### config.mk
export PLATFORM = sky130hd
export DESIGN_NAME = booth2_seq_mult
export DESIGN_NICKNAME = d
export VERILOG_FILES = /design/src/rtl/booth2_seq_mult.sv
export SDC_FILE = /design/constraint.sdc
export NUM_CORES = 1
export LEC_CHECK = 0
export ABC_AREA = 1
export BUFFER_PORTS_ARGS = -buffer_cell sky130_fd_sc_hd__buf_2
export CAP_MARGIN = 10
export CORE_ASPECT_RATIO = 0.9
export CORE_MARGIN = 2
export CORE_UTILIZATION = 53
export CTS_CLUSTER_SIZE = 16
export DETAILED_ROUTE_END_ITERATION = 10
export HOLD_SLACK_MARGIN = 0.15
export PLACE_DENSITY = 0.7
export SYNTH_ARGS = -nofsm -noshare
export SYNTH_HDL_FRONTEND = slang
export SYNTH_SLANG_ARGS = --single-unit
### constraint.sdc
create_clock -name sys_clk -period 4.4 [get_ports sys_clk]
set_input_delay 0 -clock sys_clk [delete_from_list [all_inputs] [get_ports sys_clk]]
set_output_delay 0 -clock sys_clk [all_outputs]
set_load 0.05 [all_outputs]
### src/rtl/booth2_seq_mult.sv
// Sequential radix-4 (Booth-2) multiplier: one recoded digit per clock,
// signed or unsigned operands selected per operation, valid/ready on both sides.
module booth2_seq_mult #(
    parameter int WIDTH = 16
) (
    input  logic                 sys_clk,
    input  logic                 sys_rst_n,
    input  logic                 clr,
    input  logic                 in_valid,
    output logic                 in_ready,
    input  logic                 signed_md,
    input  logic [WIDTH-1:0]     A_NUM,
    input  logic [WIDTH-1:0]     B_NUM,
    output logic                 out_valid,
    input  logic                 out_ready,
    output logic [2*WIDTH-1:0]   PRODUCT,
    output logic                 busy
);

    localparam int NDIG = WIDTH / 2 + 1;
    localparam int PW   = 2 * WIDTH;
    localparam int EW   = WIDTH + 2;
    localparam int CW   = $clog2(NDIG + 1);

    localparam logic [1:0]    IDLE = 2'd0;
    localparam logic [1:0]    CALC = 2'd1;
    localparam logic [1:0]    DONE = 2'd2;
    localparam logic [CW-1:0] LAST = CW'(NDIG - 1);

    logic [1:0]    state;
    logic [PW-1:0] mcand;
    logic [EW:0]   digits;
    logic [PW-1:0] acc;
    logic [CW-1:0] count;

    logic [EW-1:0] a_ext;
    logic [EW-1:0] b_ext;
    logic [PW-1:0] pp;
    logic [PW-1:0] acc_next;

    always_comb begin
        a_ext = signed_md ? {{2{A_NUM[WIDTH-1]}}, A_NUM} : {2'b00, A_NUM};
        b_ext = signed_md ? {{2{B_NUM[WIDTH-1]}}, B_NUM} : {2'b00, B_NUM};
    end

    // mcand already carries the 2*count weight, so the digit product needs no barrel shift.
    always_comb begin
        pp = '0;
        case (digits[2:0])
            3'b001, 3'b010: pp = mcand;
            3'b011:         pp = mcand << 1;
            3'b100:         pp = -(mcand << 1);
            3'b101, 3'b110: pp = -mcand;
            default:        pp = '0;
        endcase
        acc_next = acc + pp;
    end

    always_ff @(posedge sys_clk) begin
        if (!sys_rst_n || clr) begin
            state   <= IDLE;
            mcand   <= '0;
            digits  <= '0;
            acc     <= '0;
            count   <= '0;
            PRODUCT <= '0;
        end else begin
            case (state)
                IDLE: begin
                    if (in_valid) begin
                        mcand  <= {{(PW - EW){a_ext[EW-1]}}, a_ext};
                        digits <= {b_ext, 1'b0};
                        acc    <= '0;
                        count  <= '0;
                        state  <= CALC;
                    end
                end
                CALC: begin
                    acc    <= acc_next;
                    mcand  <= mcand << 2;
                    digits <= {{2{digits[EW]}}, digits[EW:2]};
                    count  <= count + 1'b1;
                    if (count == LAST) begin
                        PRODUCT <= acc_next;
                        state   <= DONE;
                    end
                end
                DONE: begin
                    if (out_ready) begin
                        state <= IDLE;
                    end
                end
                default: state <= IDLE;
            endcase
        end
    end

    assign in_ready  = (state == IDLE);
    assign out_valid = (state == DONE);
    assign busy      = (state == CALC) || (state == DONE);

endmodule

==> flow_summary.toml, run 1 <==
[run_status]
status = "finished, final reports clean"

[grt]
track_usage_pct = 28.9
grt_pass1_wl_um = 37800
grt_max_degree = 70
top_usage_layer = "met2"
overflow = 0
antenna_found_initial = 0
met3_usage_pct = 5.49
grt_use_met2_pct = 46.7
met1_usage_pct = 39.8
first_global_vias = 7512

[detailed_routing]
ant_nets = 0
vias = 8469
dr.pass1.iters = 6
drtIter0Drc = 688
drc = 0
drt_wl_total_um = 23600
routed_via_density = 5.55
routedWlPerCell_um = 15.4

[synth]
syn_area_um2 = 8240
yosys_register_bits = 121
synth_edf_count = 0
synth-seq-area-share_pct = 29.4
ys_warn_count = 0
avgSynthCellArea_um2 = 6.68
synth_cells = 1234
synth_fp_nets = 1310
ys.flop_type = "dfxtp_1"
synthArstFlopShare_pct = 0
yosys.cell_types.count = 54

[timing]
relSlewSlack_pct = 23.0
hold_viol = 0
maxSlewViolCount = 0
finalCritPeriodShare_pct = 85.5
fin_setup_tns_ns = 0
period_needed_ns = 3.76
worst_slew_pin_slew_ns = 1.15
max_freq_mhz = 266
finalSetupViolations = 0
rsz0062_at_grt = "no"
finClkSkew_ns = 0.0102
fin_ws_ns = 0.638

[clocking]
clkTransAtPathRegs_ns = 0.06
cts_made_buffers = 17
clock-sinks = 121
cts_max_level = 4
cts_buffer_depth = 2
cts-root-buf = "clkbuf_16"
clock_latency_ns = 0.43
cts_tree = "done"
ctsResizeCount = 0

[critical_path]
critPathLaunchType = "flip-flop"
worst_ep_arrival_time_ns = 4.13
r2r_start = "mcand[0]$_SDFFE_PP0P_"
r2r_end = "PRODUCT[29]$_SDFFE_PP0P_"
crit_fanout = 6
crit_type = "flip-flop to flip-flop"
crit_start = "mcand[0]$_SDFFE_PP0P_"
required_ns = 4.77
reg2reg_depth = 24
crit_path_end_kind = "flip-flop"
rrSetupSlack_ns = 0.64

[placement]
place_area_um2 = 8700
port_buffers = 72
place_congestion = 1.01
hpwl_um = 16800
dpl_worst_slack_ns = 0.746

[worst_hold_path]
hold_end = "digits[13]$_SDFFE_PP0P_"
worstHoldPathType = "primary input to flip-flop"
hold_path_depth = 4
holdCritStartpoint = "B_NUM[12]"

[final_layout]
n_antenna_cell = 0
fillers = 1440
post_route_cells_drive_above_1_share_pct = 12.5
areaGrowthSynthToFinish_pct = 17.4
nets = 1388
design_area_um2 = 9680

[power_and_ir_drop]
vdd_drop_max_uv = 280
p_leak_nw = 4.35
power.density_nw_per_um2 = 332

[floorplanning]
initial_utilization_pct = 53.8
core-area_um2 = 15300
rows = 43
die_x_um = 135
io_pins = 73
dieArea_um2 = 16600
die_y_um = 122

[flow_run]
cap_viol_max_count = 0
-- layer usage --
layer | vias up | wire length, µm
li1 | 4295 | -
met1 | 3876 | 11000
met2 | 272 | 10800
met3 | 26 | 1450
met4 | 0 | 399
met5 | - | 0
-- power breakdown --
part	total, mW	switching [mW]	internal (mW)
clock	1.45	0.587	0.864
combinational	0.602	0.399	0.203
sequential	1.16	0.0347	1.12
-- sequential cells by signal (all words and copies together) (netlist names) --
name     flops
state        2
PRODUCT     32
mcand       32
acc         32
digits      19
count        4
-- placed cells by master, fill, tap and decap left out, types with 12 or more instances in the layout --
cell           count
nand2_1          285
a21oi_1          130
inv_1            125
dfxtp_1          121
o21ai_0          113
nor2_1            81
buf_2             72
nand3_1           48
dlygate4sd3_1     38
xor2_1            37
ha_1              37
o21bai_1          24
a31oi_1           17
clkbuf_16         17
nand4_1           14
buf_4             12
-- logic make-up after synthesis --
kind of cell / count (synthesis) / synth area share (%)
XOR/XNOR: 43 / 4.57
AO/OA/AOI/OAI: 353 / 24.8
AND/OR/NAND/NOR: 485 / 26.1
adder cells (fa/ha/maj): 38 / 5.86
flip-flops: 121 / 29.4
buffers and inverters: 194 / 9.29
-- synth_stat cells (all sizes together) (8+ instances only) --
master   count  area (µm²)
a21o         8        60.1
a21oi      133         677
a31oi       17         106
buf         21         115
clkbuf      42         159
dfxtp      121        2420
ha          37         463
inv        131         492
nand2      289        1100
nand3       55         318
nand4       14        87.6
nor2       100         469
nor3        10        55.1
o2111ai      9        78.8
o211ai       9        72.6
o21ai      121         617
o21bai      24         180
o22ai       10        62.6
xor2        37         324
-- layout make-up --
| cell class | instances | area (µm²) | area share (%) |
|---|---|---|---|
| multi-input cells | 919 | 5080 | 52.5 |
| inverters | 131 | 492 | 5.08 |
| repair buffers | 122 | 831 | 8.58 |
| clock inverters | 14 | 161 | 1.67 |
| clock buffers | 18 | 439 | 4.54 |
| well taps | 202 | 253 | 2.61 |
| flip-flops and latches | 121 | 2420 | 25.0 |
-- what timing repair did --
item | CTS | global route
hold endpoints to repair | 66 | 0
hold buffers | 38 | 0
buffers inserted | 0 | 0
-- per-stage QoR --
stage | utilization (%) | hold WS, ns | total power, mW | instances
after detailed placement | 56.7 | 0.272 | 1.75 | 1457
after global routing | 63.1 | 0.388 | 3.34 | 1527
after CTS | 63.1 | 0.370 | 3.21 | 1527
final | 63.1 | 0.375 | 3.21 | 1527
after global placement | 56.7 | 0.269 | 1.75 | 1457
after floorplan | - | 0.160 | 1.61 | 1234
-- worst max-delay path, stage by stage (launching register included) --
cell and delay, ns:
dfxtp_1 0.34, inv_1 0.15, ha_1 0.28, nand3_4 0.11, nor2_4 0.15, nand3_2 0.10
nor3_2 0.19, nand3_2 0.13, nor2_2 0.15, xor2_1 0.15, inv_1 0.08, nand2_1 0.06
nand4_1 0.12, ha_1 0.39, a21oi_1 0.24, o21ai_0 0.20, a21oi_1 0.15, o21ai_0 0.09
a21oi_1 0.17, nand2_1 0.07, nand2_1 0.08, nand2_1 0.05, o21ai_0 0.13, nand2_1 0.07
inv_1 0.06
-- worst max-delay path by stage --
stage,depth (start not counted),end,slack (ns)
final,24,PRODUCT[29]$_SDFFE_PP0P_,0.64
after detailed placement,24,PRODUCT[29]$_SDFFE_PP0P_,0.75
after floorplan,23,PRODUCT[30]$_SDFFE_PP0P_,1.29
after global routing,24,PRODUCT[29]$_SDFFE_PP0P_,0.21
after CTS,24,PRODUCT[29]$_SDFFE_PP0P_,0.73
after global placement,24,PRODUCT[29]$_SDFFE_PP0P_,0.71
Note: power is estimated with default switching activity, not from simulation.
==> inputs of run 2 (changes only) <==
--- a/config.mk
+++ b/config.mk
@@ -14,7 +14,7 @@
 export CTS_CLUSTER_SIZE = 16
 export DETAILED_ROUTE_END_ITERATION = 10
 export HOLD_SLACK_MARGIN = 0.15
-export PLACE_DENSITY = 0.7
+export PLACE_DENSITY = 0.73
 export SYNTH_ARGS = -nofsm -noshare
 export SYNTH_HDL_FRONTEND = slang
 export SYNTH_SLANG_ARGS = --single-unit
==> constraint.sdc (replaced) <==
create_clock -name sys_clk -period 3.2 [get_ports sys_clk]
set_input_delay 0 -clock sys_clk [delete_from_list [all_inputs] [get_ports sys_clk]]
set_output_delay 0 -clock sys_clk [all_outputs]
set_load 0.05 [all_outputs]
==> flow_summary.toml, run 2 (synthesis gave the netlist of run 1 again) <==
[final_layout]
areaGrowthSynthToFinish_pct = 47.6
post_route_cells_drive_above_1_share_pct = 36.6
nets = 1552
top_regs = "PRODUCT: 32 flops, acc: 32 flops, mcand: 32 flops"
fillers = 976
layout_commonest_cell = "nand2_1"
final_cell_mix = "238 x nand2_1, 156 x buf_4, 120 x dfxtp_1, 112 x inv_1, 93 x a21oi_1"
n_antenna_cell = 0

[timing]
relSlewSlack_pct = 51.6
period_needed_ns = 3.62
hold_slack_ns = 0.288
max_freq_mhz = 276
hold_viol = 0
finClkSkew_ns = 0.0153
fin_setup_tns_ns = -10.33
maxSlewViolCount = 0
finalCritPeriodShare_pct = 113
worst_slew_pin_slew_ns = 0.725
finalSetupViolations = 44
rsz0062_at_grt = "yes"
fin_ws_ns = -0.424

[placement]
hpwl_um = 17800
place_congestion = 0.972
dpl_worst_slack_ns = -0.317
port_buffers = 72

[clocking]
cts-root-buf = "clkbuf_16"
clock-sinks = 121
clkTransAtPathRegs_ns = 0.07
cts_buffer_depth = 2
cts_max_level = 4
cts_tree = "done"
cts_made_buffers = 17
clock_latency_ns = 0.45

[floorplanning]
io_pins = 73
dieArea_um2 = 16600
core-area_um2 = 15300
initial_utilization_pct = 53.8
die_y_um = 122
rows = 43
die_x_um = 135

[critical_path]
worstPathCellList = "inv_2 -> buf_6 -> nand3_4 -> nor2_4 -> buf_4 -> xor2_1 -> a221oi_1 -> o21ai_1 -> ha_2 -> nand2_1 -> nor2_2 -> nand2_1 -> o211ai_2 -> nand3_1 -> nand2_2 -> xor2_2 -> buf_4 -> o21bai_1 -> inv_1"
required_ns = 3.59
crit_type = "flip-flop to flip-flop"
path_delay_family = "compound AO/OA/AOI/OAI gates"
path_buf_inv = 5
critPathLaunchType = "flip-flop"
crit_slowest_cell = "ha_2"
worst_ep_arrival_time_ns = 4.01
crit_path_max_incr_delay_ns = 0.46
crit_path_end_kind = "flip-flop"
crit_fanout = 5

[power_and_ir_drop]
p_comb_share_pct = 25.0
p_leak_nw = 5.44
clock_power_share_pct = 41.4
swShare_pct = 34.2
vdd_drop_max_uv = 363
power.density_nw_per_um2 = 389
pwr-share-seq_pct = 33.6
switchingPower_mw = 1.62
p_int_mw = 3.11

[grt]
overflow = 0
antenna_found_initial = 0
track_usage_pct = 31.3
first_global_vias = 8583
grt_max_degree = 83
grt_pass1_wl_um = 41200

[detailed_routing]
drt_wl_total_um = 31400
drtIter0Drc = 1229
ant_nets = 0
drc = 0
dr.pass1.iters = 6
vias = 9985
routedWlPerCell_um = 18.6
routed_via_density = 5.90

[worst_hold_path]
worstHoldPathType = "primary input to flip-flop"

[flow_run]
cap_viol_max_count = 0

[run_status]
failed_checks = "negative setup slack"
status = "complete, but fails checks"
## run 2: cell count changes in the layout (fill, tap and decap cells not counted), moves of 15 or more
| cell | before | now |
|---|---|---|
| a21oi_2 | 3 | 34 |
| buf_6 | 0 | 17 |
| nor2_1 | 81 | 52 |
| nand3_2 | 6 | 24 |
| nor2_4 | 9 | 26 |
| buf_4 | 12 | 156 |
| nand2_2 | 2 | 40 |
| a21oi_1 | 130 | 93 |
| ha_4 | 0 | 15 |
| ha_1 | 37 | 18 |
| nand2_1 | 285 | 238 |
| nand3_1 | 48 | 28 |
| o21ai_0 | 113 | 90 |
## run 2: layout make-up
cell class	count	area [µm²]	area share, %
multi-input cells	919	6280	51.6
flip-flops and latches	121	2420	19.9
repair buffers	285	2130	17.5
inverters	131	500	4.11
clock buffers	17	425	3.50
well taps	202	253	2.08
clock inverters	15	154	1.26
repair inverters	1	5.00	0.0411
## run 2: worst register-to-register path: cells and delay by family (launching register included)
kind | cells | cell delay [ns]
buf+inv | 5 | 0.59
compound gates | 4 | 0.95
xor+xnor | 2 | 0.31
flops | 1 | 0.33
simple gates | 7 | 0.90
fa+ha+maj | 1 | 0.46
## run 2: stage by stage
| step | area (µm²) | power [mW] | util [%] | cells |
|---|---|---|---|---|
| 6_report | 12200 | 4.73 | 79.4 | 1691 |
| 5_1_grt | 12200 | 4.88 | 79.4 | 1691 |
| 4_1_cts | 11000 | 4.51 | 71.9 | 1653 |
| 3_5_place_dp | 9540 | 2.50 | 62.2 | 1569 |
| 3_3_place_gp | 9540 | 2.49 | 62.2 | 1569 |
| 2_1_floorplan | 8240 | 2.22 | - | 1234 |
## run 2: worst paths after layout
| path | depth (start not counted) | startpoint | endpoint | slack, ns |
|---|---|---|---|---|
| max | 19 | mcand[0]$_SDFFE_PP0P_ | PRODUCT[20]$_SDFFE_PP0P_ | -0.42 |
| min | 5 | sys_rst_n | acc[6]$_SDFFE_PP0P_ | 0.29 |
| max reg2reg | 19 | mcand[0]$_SDFFE_PP0P_ | PRODUCT[20]$_SDFFE_PP0P_ | -0.42 |
| min reg2reg | 2 | acc[30]$_SDFFE_PP0P_ | acc[30]$_SDFFE_PP0P_ | 0.47 |
## run 2: repair_timing
action,in CTS,in global routing
endpoints found under the hold margin,40,0
hold buffers,39,0
setup endpoints to repair,38,49
cloned,0,1
setup buffers,13,38
gates resized for setup,108,203
pin swaps,49,89
## run 2: routing by layer
layer  global-route usage (%)  up-vias  share of wire (%)  routed length [µm]
met2                     53.0      559                 48               15000
met1                     39.2     4652                 39               12300
met4                     12.4        0                5.6                1760
li1                         -     4618                  -                   -
met5                        0        -                  0                   0
met3                     6.73      156                7.5                2360
## run 2: power by group through the flow
stage               Clock, mW  Combinational, mW  Sequential (mW)
detailed placement          0              0.881             1.62
finish                   1.96               1.19             1.59
CTS                      1.94              0.987             1.59
global placement            0              0.874             1.62
floorplan                   0              0.611             1.61
global route             2.02               1.26             1.59
